## config.mk

```make
export PLATFORM = sky130hd
export DESIGN_NAME = npu_mac4_accum
export DESIGN_NICKNAME = d
export VERILOG_FILES = /design/src/rtl/npu_pkg.sv /design/src/rtl/npu_dot4.sv /design/src/rtl/npu_mac4_accum.sv
export SDC_FILE = /design/constraint.sdc
export NUM_CORES = 1
export LEC_CHECK = 0
export ABC_AREA = 1
export CAP_MARGIN = 30
export CORE_MARGIN = 3
export CORE_UTILIZATION = 40
export CTS_CLUSTER_DIAMETER = 40
export DETAILED_ROUTE_END_ITERATION = 10
export PLACE_DENSITY = 0.62
export SYNTH_ARGS = -nofsm -noshare
export SYNTH_HDL_FRONTEND = slang
export SYNTH_SLANG_ARGS = --single-unit
```

## constraint.sdc

```tcl
create_clock -name CLKEXT -period 10 [get_ports CLKEXT]
set_clock_uncertainty 0.05 [all_clocks]
set_input_delay 2 -clock CLKEXT [delete_from_list [all_inputs] [get_ports CLKEXT]]
set_output_delay 2 -clock CLKEXT [all_outputs]
set_load 0.03 [all_outputs]
```

## src/rtl/npu_pkg.sv

```systemverilog
// Shared constants and FSM encoding for the NPU MAC datapath blocks.
package npu_pkg;

  // Default widths; modules take these as parameter defaults.
  localparam int unsigned IN_W_DEF  = 8;
  localparam int unsigned ACC_W_DEF = 26;
  localparam int unsigned OUT_W_DEF = 16;
  localparam int unsigned CNT_W_DEF = 8;

  // Saturation bounds for the default output width.
  localparam int OUT_MAX = (2 ** (OUT_W_DEF - 1)) - 1;
  localparam int OUT_MIN = -(2 ** (OUT_W_DEF - 1));

  typedef enum logic [1:0] {
    StIdle = 2'd0,
    StAcc  = 2'd1,
    StFin  = 2'd2
  } state_e;

endpackage

```

## src/rtl/npu_dot4.sv

```systemverilog
// Combinational 4-lane signed multiply with adder tree; result is 2*IN_W+2 bits wide,
// enough for four full-range signed products without overflow.
module npu_dot4
  import npu_pkg::*;
#(
  parameter int unsigned IN_W  = IN_W_DEF,
  localparam int unsigned SUM_W = 2 * IN_W + 2
) (
  input  logic signed [IN_W-1:0]  qa,
  input  logic signed [IN_W-1:0]  qb,
  input  logic signed [IN_W-1:0]  qc,
  input  logic signed [IN_W-1:0]  qd,
  input  logic signed [IN_W-1:0]  wa,
  input  logic signed [IN_W-1:0]  wb,
  input  logic signed [IN_W-1:0]  wc,
  input  logic signed [IN_W-1:0]  wd,
  output logic signed [SUM_W-1:0] sum
);

  logic signed [2*IN_W-1:0] pa, pb, pc, pd;

  // Lane products, then a balanced two-level sum of sign-extended products.
  always_comb begin
    pa  = qa * wa;
    pb  = qb * wb;
    pc  = qc * wc;
    pd  = qd * wd;
    sum = (SUM_W'(pa) + SUM_W'(pb)) + (SUM_W'(pc) + SUM_W'(pd));
  end

endmodule

```

## src/rtl/npu_mac4_accum.sv

```systemverilog
// Four-lane MAC accumulator: sums per-beat dot products over NUM_BEATS beats, then
// saturates to OUT_W bits and pulses DONE.
// Optional macro MAC_RELU_EN: rectify the saturated result (negatives become 0).
module npu_mac4_accum
  import npu_pkg::*;
#(
  parameter int unsigned IN_W  = IN_W_DEF,
  parameter int unsigned ACC_W = ACC_W_DEF,
  parameter int unsigned OUT_W = OUT_W_DEF,
  parameter int unsigned CNT_W = CNT_W_DEF
) (
  input  logic             CLKEXT,
  input  logic             CLR_MAC,
  input  logic             START,
  input  logic [CNT_W-1:0] NUM_BEATS,
  input  logic             DATA_VALID,
  input  logic [IN_W-1:0]  QA,
  input  logic [IN_W-1:0]  QB,
  input  logic [IN_W-1:0]  QC,
  input  logic [IN_W-1:0]  QD,
  input  logic [IN_W-1:0]  WA,
  input  logic [IN_W-1:0]  WB,
  input  logic [IN_W-1:0]  WC,
  input  logic [IN_W-1:0]  WD,
  output logic             BUSY,
  output logic             DONE,
  output logic [OUT_W-1:0] RESULT,
  output logic             SAT_FLAG
);

  localparam int unsigned SUM_W = 2 * IN_W + 2;

  // Clamp bounds sign-extended to accumulator width.
  localparam logic signed [ACC_W-1:0] SAT_HI =
      {{(ACC_W - OUT_W + 1){1'b0}}, {(OUT_W - 1){1'b1}}};
  localparam logic signed [ACC_W-1:0] SAT_LO =
      {{(ACC_W - OUT_W + 1){1'b1}}, {(OUT_W - 1){1'b0}}};

  state_e                   state_q, state_d;
  logic signed [ACC_W-1:0]  acc_q;
  logic [CNT_W-1:0]         cnt_q;
  logic                     done_q;
  logic [OUT_W-1:0]         result_q;
  logic                     sat_q;
  logic signed [SUM_W-1:0]  dot_sum;
  logic signed [ACC_W-1:0]  dot_ext;
  logic [OUT_W-1:0]         res_d;
  logic                     sat_d;

  npu_dot4 #(
    .IN_W (IN_W)
  ) u_dot4 (
    .qa  ($signed(QA)),
    .qb  ($signed(QB)),
    .qc  ($signed(QC)),
    .qd  ($signed(QD)),
    .wa  ($signed(WA)),
    .wb  ($signed(WB)),
    .wc  ($signed(WC)),
    .wd  ($signed(WD)),
    .sum (dot_sum)
  );

  assign dot_ext = ACC_W'(dot_sum);

  // FSM state register.
  always_ff @(posedge CLKEXT) begin
    if (CLR_MAC) state_q <= StIdle;
    else         state_q <= state_d;
  end

  // FSM next-state: START only honoured in idle; last accepted beat moves to finish.
  always_comb begin
    state_d = state_q;
    unique case (state_q)
      StIdle:  if (START) state_d = (NUM_BEATS == '0) ? StFin : StAcc;
      StAcc:   if (DATA_VALID && (cnt_q == CNT_W'(1))) state_d = StFin;
      StFin:   state_d = StIdle;
      default: state_d = StIdle;
    endcase
  end

  // FSM outputs.
  always_comb begin
    BUSY     = (state_q != StIdle);
    DONE     = done_q;
    RESULT   = result_q;
    SAT_FLAG = sat_q;
  end

  // Output saturation (and optional rectification) of the accumulator.
  always_comb begin
    res_d = acc_q[OUT_W-1:0];
    sat_d = 1'b0;
    if (acc_q > SAT_HI) begin
      res_d = SAT_HI[OUT_W-1:0];
      sat_d = 1'b1;
    end else if (acc_q < SAT_LO) begin
      res_d = SAT_LO[OUT_W-1:0];
      sat_d = 1'b1;
    end
`ifdef MAC_RELU_EN
    if (acc_q[ACC_W-1]) begin
      res_d = '0;
      sat_d = 1'b0;
    end
`else
`endif
  end

  // Datapath: accumulator, beat counter and the registered result/DONE pulse.
  always_ff @(posedge CLKEXT) begin
    if (CLR_MAC) begin
      acc_q    <= '0;
      cnt_q    <= '0;
      done_q   <= 1'b0;
      result_q <= '0;
      sat_q    <= 1'b0;
    end else begin
      done_q <= 1'b0;
      unique case (state_q)
        StIdle: begin
          if (START) begin
            acc_q <= '0;
            cnt_q <= NUM_BEATS;
          end
        end
        StAcc: begin
          if (DATA_VALID) begin
            acc_q <= acc_q + dot_ext;
            cnt_q <= cnt_q - CNT_W'(1);
          end
        end
        StFin: begin
          done_q   <= 1'b1;
          result_q <= res_d;
          sat_q    <= sat_d;
        end
        default: ;
      endcase
    end
  end

endmodule

```

==> results.sh <==
export IMPL_dpl_worst_slack_ns=0.364
export IMPL_fp_dieW_um=211
export IMPL_cts_buffers=5
export IMPL_clk_pin_slew_worst_paths_ns=0.08
export IMPL_path_common_cell="fa_1"
export IMPL_wl_mm=41.0
export IMPL_grt_max_degree=41
export IMPL_worstPathCellList="clkdlybuf4s50_1 -> nand2_1 -> fa_1 -> inv_1 -> fa_1 -> inv_1 -> fa_1 -> fa_1 -> fa_1 -> inv_1 -> fa_1 -> inv_1 -> fa_1 -> fa_1 -> inv_1 -> ha_1 -> nand2_1 -> nor3_1 -> nand4_1 -> nand4_1 -> nand3_1 -> a21oi_1"
export IMPL_ys_seq_area_share_pct=6.46
export IMPL_worstHoldPathType="flop to flop"
export IMPL_final_setup_tns_ns=0
export IMPL_drt_iter0_markers=729
export IMPL_tightest_slew_ns=0.760
export IMPL_worst_slack_ns=0.706
export IMPL_syn_area_um2=16700
export IMPL_areaGrowthSynthToFinish_pct=9.16
export IMPL_clock_root_buffer="clkbuf_16"
export IMPL_vias=12300
export IMPL_portBuffers=94
export IMPL_wire_per_inst_um=15.8
export IMPL_post_route_cells_drive_above_1_share_pct=3.25
export IMPL_ant_nets=0
export IMPL_arrival_ns=9.48
export IMPL_critical_path_class="input pin to flop"
export IMPL_grt_overflow=0
export IMPL_clock_sinks=54
export IMPL_place_congestion=0.863
export IMPL_cp_slowest_cell="clkdlybuf4s50_1"
export IMPL_ys_ff_latch=54
export IMPL_max_cap_violations=0
export IMPL_period_share_pct=92.9
export IMPL_cts_tree="built"
export IMPL_setup_viol=0
export IMPL_place_hpwl_mm=36.9
export IMPL_end_kind="flop"
export IMPL_async_flop_share_pct=0
export IMPL_coreArea_um2=41100
export IMPL_drc=0
export IMPL_critPathLaunchType="input pin"
export IMPL_path_buf_inv=6
export IMPL_multiInputGateArea_um2=12900
export IMPL_rsz0062_at_grt="no"
export IMPL_avgSynthCellArea_um2=8.28
export IMPL_finalHoldViolations=0
export IMPL_maxSlewHeadroom_pct=49.3
export IMPL_status="completed"
export IMPL_design_area_um2=18300
export IMPL_max_freq_ghz=0.108
export IMPL_place_area_um2=18100
export IMPL_fin_util_pct=44.5
export IMPL_antenna_found_initial=1
export IMPL_die_h_um=211
export IMPL_min_period_ns=9.29
export IMPL_synthCells=2022
export IMPL_cts_setup_buffers=0
export IMPL_crit_fanout=8
export IMPL_die_area_um2=44300
export IMPL_grt_pass1_vias=13400
export IMPL_cts_max_path_buffers=2
export IMPL_pin_count=95
export IMPL_antenna_cells=0
export IMPL_worst_ep_required_time_ns=10.19
export IMPL_cts_resized=0
export IMPL_ys_flop_type="dfxtp_1"
export IMPL_grt_usage_pct=19.6
export IMPL_num_rows=74
export IMPL_holdBufCountCts=0
export IMPL_synth_edf_count=0
export IMPL_synth_warning_count=0
export IMPL_grt_pass1_wl_mm=69.8
export IMPL_fillers=4141
export IMPL_synth_cell_types=42
export IMPL_h_tree_depth=2
export IMPL_start_util_pct=40.7
export IMPL_clk_latency_ns=0.30
export IMPL_dr_pass1_iters=5
export IMPL_slew_violations=0
export IMPL_seq_area_um2=1080
export IMPL_nets=2659
export IMPL_synthesis_nets=2623
export IMPL_vias_per_cell=4.74
export IMPL_cp_top_family="adder cells"
export IMPL_critPathMaxStageDelay_ns=0.72
-- registers in the layout (all words and copies together) (netlist names) --
register  count
acc_q        26
RESULT       16
cnt_q         8
state_q       2
DONE          1
SAT_FLAG      1
-- per-stage QoR --
stage	cells	hold slack (ns)
floorplan	2022	0.393
global placement	2581	0.407
detailed placement	2583	0.411
CTS	2591	0.424
global route	2591	0.451
finish	2591	0.423
-- layout by cell type (no fill, tap or decap), types with 11 or more instances in the layout --
cell type        instances
or2_2                   15
a21oi_2                 12
o21ai_0                 34
clkdlybuf4s50_1         93
nor2_1                  72
dfxtp_1                 54
nand2_1                398
fa_1                   410
nand3_1                 42
ha_1                   115
nand4_1                 11
a21oi_1                 64
inv_1                  650
-- area by class of cell --
cell class	instances	area share, %
clock buffers	5	0.685
clock inverters	3	0.144
inverters	655	13.5
multi-input cells	1237	70.5
flip-flops and latches	54	5.92
well taps	532	3.64
repair buffers	105	5.68
-- cells in the mapped netlist, types with 2 or more instances --
| library cell | number | share of area, % |
|---|---|---|
| inv_1 | 650 | 15 |
| fa_1 | 410 | 49 |
| nand2_1 | 398 | 8.9 |
| ha_1 | 115 | 8.6 |
| nor2_1 | 72 | 1.6 |
| clkbuf_1 | 67 | 1.5 |
| a21oi_1 | 64 | 1.9 |
| dfxtp_1 | 54 | 6.5 |
| nand3_1 | 42 | 1.3 |
| o21ai_0 | 34 | 1.0 |
| or2_2 | 15 | 0.56 |
| a21oi_2 | 12 | 0.63 |
| nand4_1 | 11 | 0.41 |
| o21ai_2 | 9 | 0.47 |
| nor3_1 | 8 | 0.24 |
| a211oi_1 | 7 | 0.31 |
| a21boi_0 | 5 | 0.22 |
| inv_2 | 4 | 0.090 |
| nand3b_1 | 4 | 0.18 |
| nor4_1 | 4 | 0.15 |
| o21bai_1 | 4 | 0.18 |
| buf_2 | 3 | 0.090 |
| o211ai_1 | 3 | 0.13 |
| o21a_1 | 3 | 0.13 |
| a221oi_1 | 2 | 0.10 |
| a31oi_1 | 2 | 0.075 |
| and2_1 | 2 | 0.075 |
| buf_4 | 2 | 0.090 |
| buf_6 | 2 | 0.13 |
| xnor2_1 | 2 | 0.10 |
-- path summary, 6_finish.rpt --
kind / slack [ns] / endpoint / startpoint / cells after the start
setup / recovery: 0.71 / acc_q[22] / WB[1] / 22
hold / removal: 0.42 / RESULT[0] / RESULT[0] / 2
setup reg to reg: 3.40 / acc_q[22] / acc_q[14] / 21
hold reg to reg: 0.42 / RESULT[0] / RESULT[0] / 2
-- worst register-to-register path, stage by stage (launching register included) --
cell and delay (ns):
dfxtp_1 0.47, inv_1 0.11, fa_1 0.52, fa_1 0.55, inv_1 0.05, fa_1 0.48, inv_1 0.06, fa_1 0.53
inv_1 0.05, fa_1 0.47, fa_1 0.50, fa_1 0.51, inv_1 0.05, fa_1 0.48, inv_1 0.04, ha_1 0.36
nand4_1 0.20, nor3_1 0.39, nand4_1 0.22, nand4_1 0.14, nand3_1 0.14, a21oi_1 0.17
-- per-layer routing --
metal / track usage (%) / routed length (µm) / vias up
li1: - / - / 5797
met1: 27.1 / 17700 / 6168
met2: 34.2 / 20700 / 281
met3: 1.82 / 1840 / 40
met4: 3.58 / 796 / 2
met5: 0 / 11 / -
-- cells by family (layout without fill, tap and decap cells) --
kind of cell | after synthesis | count (layout) | synth area share, %
buffers and inverters | 731 | 768 | 16.6
and+or+nand+nor | 563 | 563 | 13.8
adders and majority gates | 525 | 525 | 57.6
AOI/OAI and AO/OA | 146 | 146 | 5.29
DFF | 54 | 54 | 6.46
xor gates and xnor gates | 3 | 3 | 0.157
Power is left out: the tool's default activity adds up to more than one toggle a clock period on the data nets, which glitch-free logic cannot reach.
